===== config.mk =====
export PLATFORM = sky130hd
export DESIGN_NAME = timer_multi_ch
export DESIGN_NICKNAME = d
export VERILOG_FILES = /design/src/rtl/timer_pkg.sv /design/src/rtl/timer_channel.sv /design/src/rtl/timer_multi_ch.sv
export SDC_FILE = /design/constraint.sdc
export NUM_CORES = 1
export LEC_CHECK = 0
export CAP_MARGIN = 10
export CORE_MARGIN = 1
export CORE_UTILIZATION = 50
export CTS_CLUSTER_DIAMETER = 60
export DETAILED_ROUTE_END_ITERATION = 8
export GPL_ROUTABILITY_DRIVEN = 1
export PLACE_DENSITY = 0.68
export SLEW_MARGIN = 15
export SYNTH_ARGS = -nofsm -noshare
export SYNTH_HDL_FRONTEND = slang
export SYNTH_SLANG_ARGS = --single-unit

===== constraint.sdc =====
create_clock -name pclk -period 5.3 [get_ports pclk]
set_clock_uncertainty 0.2 [all_clocks]
set_input_delay 1.06 -clock pclk [delete_from_list [all_inputs] [get_ports pclk]]
set_output_delay 1.06 -clock pclk [all_outputs]
set_load 0.1 [all_outputs]

===== src/rtl/timer_pkg.sv =====
// Shared definitions for the multi-channel APB timer: register offsets,
// control/status bit positions, prescaler select encoding and the tick mask helper.
package timer_pkg;

  localparam logic [2:0] OFF_TDR  = 3'd0;
  localparam logic [2:0] OFF_TCR  = 3'd1;
  localparam logic [2:0] OFF_TSR  = 3'd2;
  localparam logic [2:0] OFF_TCMP = 3'd3;
  localparam logic [2:0] OFF_TIER = 3'd4;

  localparam int TCR_LOAD = 7;
  localparam int TCR_ARLD = 6;
  localparam int TCR_DW   = 5;
  localparam int TCR_EN   = 4;

  localparam int TSR_OVF = 0;
  localparam int TSR_UDF = 1;
  localparam int TSR_CMP = 2;

  typedef enum logic [2:0] {
    CLK_DIV2   = 3'd0,
    CLK_DIV4   = 3'd1,
    CLK_DIV8   = 3'd2,
    CLK_DIV16  = 3'd3,
    CLK_DIV32  = 3'd4,
    CLK_DIV64  = 3'd5,
    CLK_DIV128 = 3'd6,
    CLK_DIV256 = 3'd7
  } clk_sel_e;

  // Low clk_sel+1 bits set; a channel ticks when the prescaler has all of them at 1.
  function automatic logic [7:0] psc_mask(input logic [2:0] sel);
    logic [8:0] m;
    m = (9'd2 << sel) - 9'd1;
    return m[7:0];
  endfunction

endpackage


===== src/rtl/timer_channel.sv =====
// One timer channel: load/compare/interrupt-enable registers, the up/down counter,
// sticky status flags and the masked level interrupt. Offset 0 reads the live counter.
module timer_channel
  import timer_pkg::*;
#(
  parameter int CNT_W = 16
) (
  input  logic             clk,
  input  logic             rst,
  input  logic [7:0]       psc,
  input  logic             wr_en,
  input  logic [2:0]       off,
  input  logic [CNT_W-1:0] wdata,
  output logic [CNT_W-1:0] rd_data,
  output logic             irq
);

  logic [CNT_W-1:0] cnt;
  logic [CNT_W-1:0] cnt_nxt;
  logic [CNT_W-1:0] tdr;
  logic [CNT_W-1:0] tcmp;
  logic             arld;
  logic             dw;
  logic             en;
  clk_sel_e         clk_sel;
  logic             load_pend;
  logic             cmp_hit;
  logic [2:0]       tsr;
  logic [2:0]       tsr_nxt;
  logic [2:0]       tier;
  logic             tick;
  logic             step_up;
  logic             step_dn;
  logic             ovf_set;
  logic             udf_set;

  assign tick    = (psc & psc_mask(clk_sel)) == psc_mask(clk_sel);
  assign step_up = en && tick && !dw && !load_pend;
  assign step_dn = en && tick && dw && !load_pend;
  assign irq     = |(tsr & tier);

  // Next counter value and wrap flags for a prescaler step.
  always_comb begin
    cnt_nxt = cnt;
    ovf_set = 1'b0;
    udf_set = 1'b0;
    if (step_up) begin
      if (&cnt) begin
        cnt_nxt = arld ? tdr : '0;
        ovf_set = 1'b1;
      end else begin
        cnt_nxt = cnt + CNT_W'(1);
      end
    end else if (step_dn) begin
      if (cnt == '0) begin
        cnt_nxt = arld ? tdr : '1;
        udf_set = 1'b1;
      end else begin
        cnt_nxt = cnt - CNT_W'(1);
      end
    end
  end

  // Status update: software write-0 clears, hardware set in the same cycle wins.
  always_comb begin
    tsr_nxt = tsr;
    if (wr_en && off == OFF_TSR) begin
      tsr_nxt = tsr & wdata[2:0];
    end
    tsr_nxt[TSR_OVF] = tsr_nxt[TSR_OVF] | ovf_set;
    tsr_nxt[TSR_UDF] = tsr_nxt[TSR_UDF] | udf_set;
    tsr_nxt[TSR_CMP] = tsr_nxt[TSR_CMP] | cmp_hit;
  end

  // Register readback; the load bit is a strobe and always reads 0.
  always_comb begin
    rd_data = '0;
    case (off)
      OFF_TDR:  rd_data = cnt;
      OFF_TCR:  rd_data[7:0] = {1'b0, arld, dw, en, 1'b0, clk_sel};
      OFF_TSR:  rd_data[2:0] = tsr;
      OFF_TCMP: rd_data = tcmp;
      OFF_TIER: rd_data[2:0] = tier;
      default:  rd_data = '0;
    endcase
  end

  // Counter, pending load/compare strobes and software-visible registers.
  always_ff @(posedge clk) begin
    if (rst) begin
      cnt       <= '0;
      tdr       <= '0;
      tcmp      <= '0;
      arld      <= 1'b0;
      dw        <= 1'b0;
      en        <= 1'b0;
      clk_sel   <= CLK_DIV2;
      load_pend <= 1'b0;
      cmp_hit   <= 1'b0;
      tsr       <= '0;
      tier      <= '0;
    end else begin
      if (load_pend) begin
        cnt <= tdr;
      end else if (step_up || step_dn) begin
        cnt <= cnt_nxt;
      end
      // Compare is judged on the value a step produces, so a load or a TCMP edit cannot fire it.
      cmp_hit   <= (step_up || step_dn) && (cnt_nxt == tcmp);
      load_pend <= wr_en && (off == OFF_TCR) && wdata[TCR_LOAD];
      tsr       <= tsr_nxt;
      if (wr_en) begin
        case (off)
          OFF_TDR: tdr <= wdata;
          OFF_TCR: begin
            arld    <= wdata[TCR_ARLD];
            dw      <= wdata[TCR_DW];
            en      <= wdata[TCR_EN];
            clk_sel <= clk_sel_e'(wdata[2:0]);
          end
          OFF_TCMP: tcmp <= wdata;
          OFF_TIER: tier <= wdata[2:0];
          default: ;
        endcase
      end
    end
  end

endmodule


===== src/rtl/timer_multi_ch.sv =====
// N-channel APB timer top: address decode, error response, read mux and the
// shared free-running prescaler broadcast to every channel.
module timer_multi_ch
  import timer_pkg::*;
#(
  parameter int N_CH   = 4,
  parameter int CNT_W  = 16,
  parameter int ADDR_W = 8
) (
  input  logic              pclk,
  input  logic              preset,
  input  logic              psel,
  input  logic              penable,
  input  logic              pwrite,
  input  logic [ADDR_W-1:0] paddr,
  input  logic [CNT_W-1:0]  pwdata,
  output logic [CNT_W-1:0]  prdata,
  output logic              pready,
  output logic              pslverr,
  output logic [N_CH-1:0]   irq
);

  localparam int CH_W = ADDR_W - 3;

  logic [7:0]       psc;
  logic [CH_W-1:0]  ch_idx;
  logic [2:0]       off;
  logic             bad_addr;
  logic [CNT_W-1:0] ch_rd [N_CH];

  assign ch_idx   = paddr[ADDR_W-1:3];
  assign off      = paddr[2:0];
  assign bad_addr = (ch_idx >= CH_W'(N_CH)) || (off > OFF_TIER);
  assign pready   = 1'b1;
  assign pslverr  = psel && penable && bad_addr;

  // Read mux; unmapped addresses and non-read cycles return 0.
  always_comb begin
    prdata = '0;
    if (psel && !pwrite && !bad_addr) begin
      for (int i = 0; i < N_CH; i++) begin
        if (ch_idx == CH_W'(i)) begin
          prdata = ch_rd[i];
        end
      end
    end
  end

  // Shared prescaler, never stopped so enabling a channel does not realign it.
  always_ff @(posedge pclk) begin
    if (preset) begin
      psc <= '0;
    end else begin
      psc <= psc + 8'd1;
    end
  end

  for (genvar g = 0; g < N_CH; g++) begin : g_ch
    logic wr_en;
    assign wr_en = psel && penable && pwrite && !bad_addr && (ch_idx == CH_W'(g));

    timer_channel #(
      .CNT_W (CNT_W)
    ) u_ch (
      .clk     (pclk),
      .rst     (preset),
      .psc     (psc),
      .wr_en   (wr_en),
      .off     (off),
      .wdata   (pwdata),
      .rd_data (ch_rd[g]),
      .irq     (irq[g])
    );
  end

endmodule


==> run summary <==
status = complete, no violations
critical path type = primary input to output pin
Area growth syn-to-layout = 11.00%
syn nets = 2638
asr flop ratio synth = 0%
Netlist cell types = 79
fin. max-slew vios = 0
clock edge transition at the registers on the reported setup and hold paths = 0.06 ns
Setup crit end kind = output pin
GRT Residual Overflow = 0
nets = 2533
Core Region = 35480 um2
Synthesis Warnings = 0
share of layout cells above drive strength 1 = 7.845%
Min-Delay Path Class = register to register
top-area cell type share of the netlist area = 28.48%
Worst EP required = 4.04 ns
Startpoint Class = primary input
fmax = 0.2067 GHz
Iter 0 DRT Violations = 2808
DIE HEIGHT = 191.7 um
Area contributors post-synth = dfxtp_1 28%, nand2_1 9.4%, a21oi_1 8.9%
Primary FF master, synth = dfxtp_1
Crit Path Max Fanout = 38
r2r setup slk = 0.95 ns
FF-to-FF End = g_ch[2].u_ch.cmp_hit$_SDFF_PP0_
top-count cell post-synth = nand2_1
FF+latch count, synth = 256
Pleak = 6.489 nW
first-pass GRT wire length = 110600 um
post-route setup slack = 0.4629 ns
number of synthesized flops with an enable pin = 0
post-DP HPWL = 51300 um
Arr. time, crit path = 3.58 ns
dpl ws = 0.5477 ns
Least-Margin Pin Slew = 1.208 ns
RSZ-0062 raised after global routing = false
CTS resizes = 0
RR Startpoint = g_ch[2].u_ch.cnt[7]$_SDFFE_PP0P_
top post-synthesis cells by count = 451 x nand2_1, 319 x a21oi_1, 256 x dfxtp_1
Synth area leader = dfxtp_1
Worst Hold Launch = g_ch[1].u_ch.cmp_hit$_SDFF_PP0_
CTS tree = done
Hold Slack = 0.2270 ns
# fillers = 3472
Setup violations, final = 0
final worst-path cycle share = 91.27%
largest net degree at the start of global routing = 99
IO Count = 51
IO buf count = 49
DR vias/cell = 6.710
Hold Vio Cnt, Final = 0
WL/cell = 24.67 um
vias in the first global route = 17920
Syn Area/Cell = 6.943 um2
Via Count = 19950
initial antenna violation count = 4
root buf cell = clkbuf_16
Rows = 69
Final min period = 4.837 ns
WHS Endpoint = g_ch[1].u_ch.tsr[2]$_SDFF_PP0_
Pre-antenna DRT Iters = 8
DIE AREA = 36750 um2
clk_lat worst skew = 0.56 ns
H-tree levels = 2
# Post-CTS Setup Buffers = 0
CTS Hold Buffers Added = 0
Starting Density = 50.72%
synthesized area = 18000 um2
Max rail drop VDD = 0.0002565 V
Final ANT Viol Nets = 0
Seq/Total Area, Yosys = 28.48%
max cap viols = 0
Syn Inst Count = 2592
chip width = 191.7 um
CTS max path bufs = 3
Max-slew headroom = 19.22%
power per cell area = 220.8 nW/um2
DRC = 0
total wire length = 73340 um
Worst R2R Path Depth = 9
routability cong. = 0.9755
Total Routing Usage GR = 39.58%
TritonCTS Buffers = 34
number of clock sinks = 256
Worst Hold Depth = 2
-- critical path, stage by stage --
cell	delay (ns)
clkdlybuf4s50_1	0.57
inv_1	0.17
nor2_1	0.16
and2_2	0.38
buf_12	0.24
a221oi_1	0.11
o21ai_0	0.11
nand2_1	0.08
a211oi_2	0.44
buf_12	0.24
-- final cells by class --
type / instances / area, um2 / share of cell area, %
Multi-Input combinational cell: 2032 / 11810 / 59.13
Sequential cell: 256 / 5125 / 25.66
Timing Repair Buffer: 115 / 1197 / 5.994
Clock buffer: 42 / 910.9 / 4.560
Tap cell: 461 / 576.8 / 2.888
Inverter: 48 / 180.2 / 0.9020
Clock inverter: 18 / 171.4 / 0.8581
Antenna cell: 1 / 2.502 / 0.01253
-- layout by cell type (no fill, tap or decap), types with 24 or more instances in the layout --
cell               n
nand2_1          451
a21oi_1          319
dfxtp_1          256
nor2_1           225
nand3_1          101
o21ai_0           97
xnor2_1           76
mux2i_1           66
buf_4             63
nor3_1            57
inv_1             47
a221oi_1          44
xor2_1            37
nor4_1            36
nand4_1           35
clkbuf_16         34
clkdlybuf4s50_1   31
or3_1             26
a31oi_1           24
a211oi_1          24
-- registers in the layout, summed over array words and instances (netlist names) --
name,count
g_ch.u_ch.arld,4
g_ch.u_ch.clk_sel,12
g_ch.u_ch.cmp_hit,4
g_ch.u_ch.cnt,64
g_ch.u_ch.dw,4
g_ch.u_ch.en,4
g_ch.u_ch.load_pend,4
g_ch.u_ch.tcmp,64
g_ch.u_ch.tdr,64
g_ch.u_ch.tier,12
g_ch.u_ch.tsr,12
psc,8
-- worst max path at each step --
stage / from / end / slack (ns) / depth (start not counted)
after global placement: paddr[0] / prdata[2] / 0.58 / 10
after global routing: paddr[4] / prdata[4] / 0.35 / 6
after detailed placement: paddr[0] / prdata[2] / 0.55 / 10
final: paddr[0] / prdata[2] / 0.46 / 10
after floorplan: paddr[0] / prdata[7] / -0.37 / 9
after CTS: paddr[0] / prdata[2] / 0.54 / 10
-- kinds of logic (layout without fill, tap and decap cells) --
logic type	Yosys count	count (layout)	synth area share, %
adders and majority gates	17	17	1.182
muxes	75	75	4.297
buffers and inverters	304	223	6.515
other	1	2	0.02084
AOI/OAI and AO/OA	711	711	24.88
and+or+nand+nor	1115	1115	29.12
DFF	256	256	28.48
xor gates and xnor gates	113	113	5.500
-- through the flow --
step | std cells | instance area [um2] | utilization (%) | TNS [ns] | total power, W
after floorplan | 2592 | 18080 | - | -0.3721 | 0.002080
after global placement | 2912 | 18890 | 53.24 | 0 | 0.002171
after detailed placement | 2912 | 18890 | 53.24 | 0 | 0.002174
after CTS | 2972 | 19970 | 56.29 | 0 | 0.004422
after global routing | 2972 | 19970 | 56.29 | 0 | 0.004504
final | 2973 | 19980 | 56.30 | 0 | 0.004410
-- per-layer routing --
layer | share of wire (%) | wire, um | global-route usage (%)
met1 | 42 | 30830 | 56.01
met2 | 42 | 30810 | 57.28
met3 | 12 | 8914 | 8.935
met4 | 3.8 | 2763 | 16.27
met5 | 0.027 | 20 | 0
-- report_power, final --
group          internal [W]  switching [W]
clock               0.00130       0.000976
combinational     0.0000536       0.000155
sequential          0.00193     0.00000404
total               0.00328        0.00114
(Power assumes the default switching activity.)
